--- src/rtl/wts_pkg.sv ---
// Shared encodings for the per-channel key event sequencer.
package wts_pkg;

    typedef enum logic [1:0] {
        WTS_CMD_NOP     = 2'd0,
        WTS_CMD_ON      = 2'd1,
        WTS_CMD_RELEASE = 2'd2,
        WTS_CMD_OFF     = 2'd3
    } wts_cmd_e;

    typedef enum logic [1:0] {
        WTS_KS_IDLE    = 2'd0,
        WTS_KS_GATE    = 2'd1,
        WTS_KS_RELEASE = 2'd2
    } wts_ks_state_e;

endpackage

--- src/rtl/wts_gate_timer.sv ---
// Prescaled gate down-counter; expire flags the tick that takes the count from 1 to 0.
module wts_gate_timer #(
    parameter int PRESCALE_BITS = 4,
    parameter int GATE_BITS     = 12
) (
    input  logic                 clk,
    input  logic                 nreset,
    input  logic                 load,
    input  logic [GATE_BITS-1:0] load_value,
    input  logic                 tick,
    output logic                 expire
);

    localparam logic [PRESCALE_BITS-1:0] PRESCALE_MAX = {PRESCALE_BITS{1'b1}};
    localparam logic [GATE_BITS-1:0]     GATE_ONE     = GATE_BITS'(1);

    logic [PRESCALE_BITS-1:0] prescale_r;
    logic [GATE_BITS-1:0]     count_r;
    logic                     wrap_s;

    assign wrap_s = tick && (prescale_r == PRESCALE_MAX);
    // Load has priority, so a key on at the expiry tick restarts the gate cleanly.
    assign expire = wrap_s && !load && (count_r == GATE_ONE);

    // Prescaler and gate counter; a zero count stays parked at zero.
    always_ff @(posedge clk or negedge nreset) begin
        if (!nreset) begin
            prescale_r <= '0;
            count_r    <= '0;
        end else if (load) begin
            prescale_r <= '0;
            count_r    <= load_value;
        end else if (tick) begin
            prescale_r <= prescale_r + PRESCALE_BITS'(1);
            if (wrap_s && (count_r != '0)) begin
                count_r <= count_r - GATE_ONE;
            end else begin
                count_r <= count_r;
            end
        end else begin
            prescale_r <= prescale_r;
            count_r    <= count_r;
        end
    end

endmodule

--- src/rtl/wts_key_sequencer.sv ---
// Converts CPU key commands into active-aligned key pulses for one ADSR channel.
module wts_key_sequencer
    import wts_pkg::*;
#(
    parameter int PRESCALE_BITS = 4,
    parameter int GATE_BITS     = 12
) (
    input  logic                 clk,
    input  logic                 nreset,
    input  logic                 active,
    input  logic                 reg_write,
    input  logic [1:0]           reg_cmd,
    input  logic [GATE_BITS-1:0] reg_gate,
    input  logic [7:0]           envelope,
    output logic                 key_on,
    output logic                 key_release,
    output logic                 key_off,
    output logic                 busy,
    output logic [1:0]           state
);

    wts_ks_state_e        state_r, state_n;
    logic                 pend_valid_r, pend_valid_n;
    wts_cmd_e             pend_cmd_r, pend_cmd_n;
    logic [GATE_BITS-1:0] pend_gate_r, pend_gate_n;
    logic                 key_on_r, key_release_r, key_off_r, busy_r;
    logic                 consume_s, load_s, tick_s, expire_s, auto_rel_s;

    assign consume_s  = active && pend_valid_r;
    assign load_s     = consume_s && (pend_cmd_r == WTS_CMD_ON);
    assign tick_s     = active && (state_r == WTS_KS_GATE);
    assign auto_rel_s = expire_s && !pend_valid_r;

    wts_gate_timer #(
        .PRESCALE_BITS (PRESCALE_BITS),
        .GATE_BITS     (GATE_BITS)
    ) u_gate_timer (
        .clk        (clk),
        .nreset     (nreset),
        .load       (load_s),
        .load_value (pend_gate_r),
        .tick       (tick_s),
        .expire     (expire_s)
    );

    // Next state: consume at active first, then auto-release, then a CPU write wins.
    always_comb begin
        state_n      = state_r;
        pend_valid_n = pend_valid_r;
        pend_cmd_n   = pend_cmd_r;
        pend_gate_n  = pend_gate_r;
        if (consume_s) begin
            pend_valid_n = 1'b0;
            case (pend_cmd_r)
                WTS_CMD_ON:  state_n = WTS_KS_GATE;
                WTS_CMD_OFF: state_n = WTS_KS_IDLE;
                WTS_CMD_RELEASE: begin
                    if (state_r == WTS_KS_GATE) begin
                        state_n = WTS_KS_RELEASE;
                    end else begin
                        state_n = state_r;
                    end
                end
                default:     state_n = state_r;
            endcase
        end else if (active && (state_r == WTS_KS_RELEASE) && (envelope == 8'd0)) begin
            state_n = WTS_KS_IDLE;
        end else begin
            state_n = state_r;
        end
        if (auto_rel_s) begin
            pend_valid_n = 1'b1;
            pend_cmd_n   = WTS_CMD_RELEASE;
        end else begin
            pend_cmd_n   = pend_cmd_n;
        end
        if (reg_write && (reg_cmd != 2'd0)) begin
            pend_valid_n = 1'b1;
            pend_cmd_n   = wts_cmd_e'(reg_cmd);
            pend_gate_n  = reg_gate;
        end else begin
            pend_gate_n  = pend_gate_n;
        end
    end

    // State, pending command and registered pulse/busy outputs.
    always_ff @(posedge clk or negedge nreset) begin
        if (!nreset) begin
            state_r       <= WTS_KS_IDLE;
            pend_valid_r  <= 1'b0;
            pend_cmd_r    <= WTS_CMD_NOP;
            pend_gate_r   <= '0;
            key_on_r      <= 1'b0;
            key_release_r <= 1'b0;
            key_off_r     <= 1'b0;
            busy_r        <= 1'b0;
        end else begin
            state_r       <= state_n;
            pend_valid_r  <= pend_valid_n;
            pend_cmd_r    <= pend_cmd_n;
            pend_gate_r   <= pend_gate_n;
            key_on_r      <= pend_valid_n && (pend_cmd_n == WTS_CMD_ON);
            key_release_r <= pend_valid_n && (pend_cmd_n == WTS_CMD_RELEASE);
            key_off_r     <= pend_valid_n && (pend_cmd_n == WTS_CMD_OFF);
            busy_r        <= (state_n != WTS_KS_IDLE) || pend_valid_n;
        end
    end

    assign key_on      = key_on_r;
    assign key_release = key_release_r;
    assign key_off     = key_off_r;
    assign busy        = busy_r;
    assign state       = state_r;

endmodule

--- config.mk ---
export PLATFORM = sky130hd
export DESIGN_NAME = wts_key_sequencer
export DESIGN_NICKNAME = d
export VERILOG_FILES = /design/src/rtl/wts_pkg.sv /design/src/rtl/wts_gate_timer.sv /design/src/rtl/wts_key_sequencer.sv
export SDC_FILE = /design/constraint.sdc
export NUM_CORES = 1
export LEC_CHECK = 0
export BUFFER_PORTS_ARGS = -buffer_cell sky130_fd_sc_hd__buf_2
export CAP_MARGIN = 30
export CORE_ASPECT_RATIO = 0.6
export CORE_MARGIN = 1.5
export CORE_UTILIZATION = 59
export DETAILED_ROUTE_END_ITERATION = 7
export PLACE_DENSITY = 0.88
export SLEW_MARGIN = 20
export SYNTH_ARGS = -nofsm -noshare
export SYNTH_HDL_FRONTEND = slang
export SYNTH_SLANG_ARGS = --single-unit
export TNS_END_PERCENT = 20
--- constraint.sdc ---
create_clock -name clk -period 4.1 [get_ports clk]
set_input_delay 0.41 -clock clk [delete_from_list [all_inputs] [get_ports clk]]
set_output_delay 0.41 -clock clk [all_outputs]
set_load 0.005 [all_outputs]
==> run_results.csv, run 1 <==
group,metric,value,unit
outcome,outcome,"finished clean",
sta,rsz_0062_raised_after_global_routing,"false",
cts,clock_sinks,37,
synth,ys_seq_elements,37,
floorplanning,floorplan.rows,15,
sta,report.final.setup_viol,0,
sta,period_minus_slack,1922,ps
grt,grt_pass1_vias,1374,
critical_path,startpoint_type,"flop",
finish,layout.nets,234,
power,power_frac_clock,0.230,
power,vdd.ir_drop.worst,0.0002700,V
run,cap_viol_max_count,0,
critical_path,worst-path-max-fanout,25,
critical_path,cp.required,4310,ps
drt,drt_iter0_markers,59,
synth,synth.avg_cell_area,11.14,um2
sta,achievable-frequency,520.2,MHz
critical_path,arrival_time_reported_for_the_critical_path_endpoint,2140,ps
worst_hold_path,worstHoldPathType,"in2async",
power,total_leakage_power,0.9454,nW
sta,max_slew.worst_pin.slew,821.4,ps
cts,clk_path_buf_depth,2,
cts,cts.repair.resized,0,
drt,drt_first_pass_iters,4,
grt,grt_util_all_layers,0.2348,
synth,synth_top_flop_cell,"sky130_fd_sc_hd__dfrtp_1",
drt,antenna_violating_nets_post_route,0,
synth,syn_nets,201,
critical_path,crit_path_class,"reg2reg",
critical_path,worst_r2r_path_depth,4,
drt,drt_drc_violations_left,0,
drt,via_count_of_the_routed_design,1448,
critical_path,crit_path_max_incr_delay,640,ps
synth,synth_seq_area_share,0.4862,
synth,area_of_the_mapped_netlist,0.001904,mm2
grt,grt_first_pass_wirelength,6292,um
grt,grt_start_max_net_pins,38,
place,globalplace.congestion,0.8383,
synth,synth_cell_types,44,
floorplanning,die_w,76.35,um
cts,cts_hold_buffers,0,
finish,final.fill_count,227,
synth,synth_enable_flop_cells,0,
sta,finalMaxSlewViolations,0,
power,power_report.internal_total,726.1,uW
synth,netlist_instances,171,
synth,synth.top_cells.by_area,"sky130_fd_sc_hd__dfrtp_1 49%, sky130_fd_sc_hd__mux2_2 7.1%, sky130_fd_sc_hd__xor2_1 4.6%",
synth,ys.warnings.count,0,
synth,synth_top_area_cell,"sky130_fd_sc_hd__dfrtp_1",
cts,htree_num_levels,2,
finish,layout.area.seq,925.9,um2
power,netSwitchingFraction,0.3454,
critical_path,timing.critical_path.to_type,"flop",
cts,clock_insertion_delay_worst_skew,290,ps
place,port-buffer-count,31,
floorplanning,initial_core_util,0.6422,
power,p_seq_frac,0.501,
grt,antenna_found_initial,0,
critical_path,r2r_slack,2180,ps
sta,slew-limit-headroom,0.4524,
power,power.density,510.4,mW/mm2
finish,flow.area_growth_from_synthesis,14.13,%
synth,yosysTopAreaCellShare,0.4862,
floorplanning,placeableCoreArea,0.002965,mm2
cts,cts_made_buffers,5,
drt,wl_per_cell,15.95,um
sta,timing.final.hold_violations,0,
critical_path,crit_chain,"nor2b_1 > and3_1 > or4_1 > nand3_1",
critical_path,critical-path-top-delay-family,"simple AND/OR/NAND/NOR gates",
cts,cts_setup_buffers,0,
power,power_frac_comb,0.269,
finish,finish.instance_area,0.002173,mm2
place,hpwl,2780,um
drt,drt-total-wl,3923,um
floorplanning,dieArea,0.003589,mm2
cts,cts_root_buffer,"sky130_fd_sc_hd__clkbuf_8",
sta,clock-skew-final,9.933,ps
cts,cts.clk_slew.worst_paths,80,ps
drt,vias_per_cell,5.886,
floorplanning,die_height,47.01,um
finish,multi_input_area,934.6,um2
place,dpl_cell_area,0.002087,mm2
finish,antenna_cells,0,
critical_path,worst-path-stages,4,
critical_path,crit_buf_inv,0,
cts,cts_tree,"done",
synth,synthArstFlopShare,1.000,
finish,drive_above_1_share,0.3137,
floorplanning,top_level_ports,32,
sta,setup_total_negative_slack,0,ps
critical_path,critPathSlowestCell,"sky130_fd_sc_hd__or4_1",
grt,grt_remaining_overflow,0,
power,switching_power,383.2,uW
sta,period_share,0.4689,
## Yosys cell counts (4+ instances only)
library cell and count:
sky130_fd_sc_hd__a21oi_1 5, sky130_fd_sc_hd__buf_2 4, sky130_fd_sc_hd__dfrtp_1 37, sky130_fd_sc_hd__ha_1 4, sky130_fd_sc_hd__mux2_2 12, sky130_fd_sc_hd__nand2_1 17, sky130_fd_sc_hd__nand3_1 10, sky130_fd_sc_hd__nor2_1 11
sky130_fd_sc_hd__nor2b_1 4, sky130_fd_sc_hd__nor4_1 4, sky130_fd_sc_hd__o21ai_1 10, sky130_fd_sc_hd__xor2_1 10
## worst paths after layout
path                                             startpoint                              endpoint
worst max-delay path                pend_cmd_r[0]$_DFF_PN0_   u_gate_timer.count_r[3]$_DFFE_PN0P_
worst max register to register      pend_cmd_r[0]$_DFF_PN0_   u_gate_timer.count_r[3]$_DFFE_PN0P_
max in group asynchronous                            nreset            pend_gate_r[6]$_DFFE_PN0P_
min in group clk                                  reg_write                      key_on$_DFF_PN0_
worst min-delay path                                 nreset  u_gate_timer.count_r[10]$_DFFE_PN0P_
worst min register to register  pend_gate_r[10]$_DFFE_PN0P_  u_gate_timer.count_r[10]$_DFFE_PN0P_
## layout make-up
type	instances	area share
clock buffer	7	0.03972
inverter	3	0.005181
multi-input combinational	125	0.4301
sequential	37	0.4260
tap	42	0.02418
timing repair buffer	32	0.07484
## registers in the layout, summed over array words and instances (netlist names)
signal / count
pend_valid_r: 1
u_gate_timer.count_r: 12
busy: 1
u_gate_timer.prescale_r: 4
key_on: 1
state: 2
pend_gate_r: 12
pend_cmd_r: 2
key_off: 1
key_release: 1
## routing by layer
| metal | vias to the layer above | GRT usage | routed length, um |
|---|---|---|---|
| met5 | - | 0 | 0 |
| met4 | 0 | 0.1000 | 45 |
| met3 | 6 | 0.06214 | 245 |
| met2 | 55 | 0.4089 | 1888 |
| met1 | 707 | 0.2922 | 1744 |
| li1 | 680 | - | - |
## cell families after synthesis
| logic type | share of synthesized area |
|---|---|
| AND/OR/NAND/NOR | 0.2510 |
| flip-flops | 0.4862 |
| AO/OA/AOI/OAI | 0.08673 |
| multiplexers | 0.07622 |
| XOR/XNOR | 0.05059 |
| buffers and inverters | 0.02300 |
| adder cells (fa/ha/maj) | 0.02628 |
## power by group through the flow
stage	logic [mW]	clock network [mW]	registers [mW]
after floorplan	0.219	0	0.536
after CTS	0.297	0.257	0.554
after global placement	0.275	0	0.550
final	0.298	0.256	0.556
after detailed placement	0.292	0	0.561
after global routing	0.329	0.271	0.567
## cells in the final DEF (no fill, tap or decap), drive strengths merged, types with 2 or more instances in the layout
cell,n
a21oi,5
nor2b,4
or3,3
and3,2
nand4,5
nand2b,2
nor4,7
nand3,10
nand3b,3
ha,4
a31oi,2
inv,3
clkbuf,7
buf,32
nand2,18
nor2,12
xor2,10
dfrtp,37
a41oi,2
o21ai,10
mux2,12
## per-stage QoR
step	setup slack [ps]	utilization	instances	hold WS [ps]	total power [mW]
floorplan	2586	-	171	114.4	0.7559
global placement	2314	0.7038	239	466.1	0.8256
detailed placement	2225	0.7038	239	477.4	0.8528
CTS	2216	0.7329	246	235.3	1.109
global route	2052	0.7329	246	269.5	1.167
finish	2178	0.7329	246	213.3	1.109
## worst register-to-register path, stage by stage (launching register included)
cell and delay (ps):
sky130_fd_sc_hd__dfrtp_1 450, sky130_fd_sc_hd__nor2b_1 190, sky130_fd_sc_hd__and3_1 460, sky130_fd_sc_hd__or4_1 640, sky130_fd_sc_hd__nand3_1 110
Note: power is estimated with default switching activity, not from simulation.
==> run 2: changes to the inputs <==
--- a/config.mk
+++ b/config.mk
@@ -9,9 +9,9 @@
 export CAP_MARGIN = 30
 export CORE_ASPECT_RATIO = 0.6
 export CORE_MARGIN = 1.5
-export CORE_UTILIZATION = 59
+export CORE_UTILIZATION = 55
 export DETAILED_ROUTE_END_ITERATION = 7
-export PLACE_DENSITY = 0.88
+export PLACE_DENSITY = 0.83
 export SLEW_MARGIN = 20
 export SYNTH_ARGS = -nofsm -noshare
 export SYNTH_HDL_FRONTEND = slang
==> constraint.sdc (replaced) <==
create_clock -name clk -period 1.77 [get_ports clk]
set_input_delay 0.177 -clock clk [delete_from_list [all_inputs] [get_ports clk]]
set_output_delay 0.177 -clock clk [all_outputs]
set_load 0.005 [all_outputs]
==> run_results.csv, run 2 (synthesis gave the netlist of run 1 again) <==
group,metric,value,unit
grt,grt_util_all_layers,0.2278,
finish,layout.cells.most_common_list,"37 x sky130_fd_sc_hd__dfrtp_1, 31 x sky130_fd_sc_hd__buf_2, 17 x sky130_fd_sc_hd__nand2_1, 12 x sky130_fd_sc_hd__mux2_2, 11 x sky130_fd_sc_hd__nor2_1",
drt,antenna_violating_nets_post_route,0,
cts,cts_root_buffer,"sky130_fd_sc_hd__clkbuf_8",
floorplanning,dieArea,0.003836,mm2
floorplanning,die_w,78.97,um
power,vdd.ir_drop.worst,0.0007782,V
finish,finish.instance_area,0.002245,mm2
cts,htree_num_levels,2,
drt,drt_drc_violations_left,0,
run,cap_viol_max_count,0,
sta,rsz_0062_raised_after_global_routing,"false",
critical_path,arrival_time_reported_for_the_critical_path_endpoint,1870,ps
floorplanning,top_level_ports,32,
critical_path,critical-path-top-delay-family,"simple AND/OR/NAND/NOR gates",
finish,flow.area_growth_from_synthesis,17.87,%
cts,clock_sinks,37,
cts,clock_insertion_delay_worst_skew,290,ps
drt,drt_iter0_markers,78,
floorplanning,floorplan.rows,16,
sta,clock-skew-final,5.345,ps
critical_path,r2r_slack,70,ps
drt,wl_per_cell,15.28,um
drt,wire_length_on_met1,1768,um
sta,period_minus_slack,1700,ps
drt,drt_first_pass_iters,4,
critical_path,startpoint_type,"flop",
cts,cts.clk_slew.worst_paths,70,ps
drt,highest-signal-layer,"met4",
grt,grt_pass1_vias,1471,
grt,grt_first_pass_wirelength,6665,um
power,total_leakage_power,0.9799,nW
place,hpwl,2949,um
critical_path,timing.rr.end,"u_gate_timer.count_r[5]$_DFFE_PN0P_",
critical_path,worst_r2r_path_depth,5,
sta,final.setup.worst_slack,69.75,ps
sta,max_slew.worst_pin.slew,793.5,ps
floorplanning,initial_core_util,0.5800,
worst_hold_path,worstHoldStart,"reg_cmd[1]",
critical_path,critPathSlowestCell,"sky130_fd_sc_hd__dfrtp_1",
critical_path,worst-path-max-fanout,5,
critical_path,cp.required,1940,ps
grt,antenna_found_initial,0,
drt,drt-total-wl,3896,um
finish,layout.nets,239,
place,dpl_cell_area,0.002121,mm2
sta,achievable-frequency,588.1,MHz
outcome,outcome,"finished clean",
worst_hold_path,worstHoldPathType,"in2reg",
cts,clk_path_buf_depth,2,
drt,met3_length,207,um
place,port-buffer-count,31,
critical_path,crit_buf_inv,0,
floorplanning,placeableCoreArea,0.003283,mm2
power,power.density,1180,mW/mm2
worst_hold_path,hold_path_end,"key_on$_DFF_PN0_",
critical_path,crit_chain,"or3_4 > nor2_1 > nand3_1 > xor2_1 > o21ai_1",
floorplanning,die_height,48.58,um
drt,route.met2.wl,1863,um
sta,slew-limit-headroom,0.4710,
finish,top_registers,"pend_gate_r x12, u_gate_timer.count_r x12, u_gate_timer.prescale_r x4",
critical_path,timing.critical_path.to_type,"flop",
drt,via_count_of_the_routed_design,1464,
cts,cts_setup_buffers,0,
finish,layout.cells.most_common,"sky130_fd_sc_hd__dfrtp_1",
sta,period_share,0.9606,
cts,cts_made_buffers,5,
critical_path,crit_path_max_incr_delay,470,ps
sta,timing.final.hold_violations,0,
place,globalplace.congestion,0.8888,
worst_hold_path,worstHoldPathCells,2,
finish,antenna_cells,0,
sta,finalMaxSlewViolations,0,
drt,vias_per_cell,5.741,
critical_path,crit_path_class,"reg2reg",
sta,report.final.setup_viol,0,
place,worst_setup_slack_before_clock_tree_synthesis,91.10,ps
grt,grt_remaining_overflow,0,
grt,grt_start_max_net_pins,38,
sta,setup_total_negative_slack,0,ps
critical_path,crit-reg2reg-launch,"u_gate_timer.count_r[2]$_DFFE_PN0P_",
finish,drive_above_1_share,0.3381,
cts,cts_tree,"done",
run 2: changes by cell type in the layout (fill, tap and decap cells not counted):
cell,change
sky130_fd_sc_hd__buf_4,+4
sky130_fd_sc_hd__nand3_4,+1
sky130_fd_sc_hd__clkbuf_8,+1
sky130_fd_sc_hd__nand3_1,-1
sky130_fd_sc_hd__dlygate4sd3_1,+1
sky130_fd_sc_hd__clkinv_2,+1
sky130_fd_sc_hd__clkbuf_1,-1
run 2: worst max path at each step:
stage                                            from                                  end  slack [ps]  depth (start not counted)
4_1_cts        u_gate_timer.prescale_r[0]$_DFFE_PN0P_  u_gate_timer.count_r[3]$_DFFE_PN0P_          60                          6
6_report          u_gate_timer.count_r[2]$_DFFE_PN0P_  u_gate_timer.count_r[5]$_DFFE_PN0P_          70                          5
5_1_grt        u_gate_timer.prescale_r[0]$_DFFE_PN0P_  u_gate_timer.count_r[3]$_DFFE_PN0P_          10                          6
3_5_place_dp   u_gate_timer.prescale_r[0]$_DFFE_PN0P_  u_gate_timer.count_r[3]$_DFFE_PN0P_          90                          6
3_3_place_gp   u_gate_timer.prescale_r[0]$_DFFE_PN0P_  u_gate_timer.count_r[3]$_DFFE_PN0P_         110                          6
2_1_floorplan  u_gate_timer.prescale_r[0]$_DFFE_PN0P_                       busy$_DFF_PN0_         260                          6
run 2: where the power goes:
part | switching [mW] | internal, mW
clock | 0.285 | 0.351
combinational | 0.366 | 0.343
sequential | 0.256 | 1.05
total | 0.907 | 1.74
run 2: worst reg2reg max path, delay by kind of cell (launching register included):
kind	cells	cell delay, ps
compound gates	1	100
xor+xnor	1	210
simple gates	3	790
flops	1	470
run 2: cell type report:
class	count	area [um2]
clock inverter	1	5.005
inverter	3	11.26
clock buffer	7	96.34
tap	45	56.30
fill	259	1039
multi-input combinational	125	947.2
timing repair buffer	37	202.7
sequential	37	925.9
run 2: through the flow:
step	power, mW	std cells	utilization	hold slack (ps)
floorplan	1.751	171	-	-118.6
global placement	1.927	246	0.6460	288.8
detailed placement	2.003	246	0.6460	310.8
CTS	2.642	255	0.6799	110.0
global route	2.792	255	0.6837	113.5
finish	2.649	255	0.6837	109.5
run 2: what timing repair did:
action | in CTS | in global routing
endpoints found under the setup margin | 0 | 6
hold buffers | 1 | 0
gates resized for setup | 0 | 2
endpoints found under the hold margin | 6 | 0
run 2: metal layers:
layer | track usage | vias to the layer above
met4 | 0.1082 | 0
met5 | 0 | -
met1 | 0.3012 | 707
met3 | 0.05094 | 7
met2 | 0.3575 | 57
li1 | - | 693
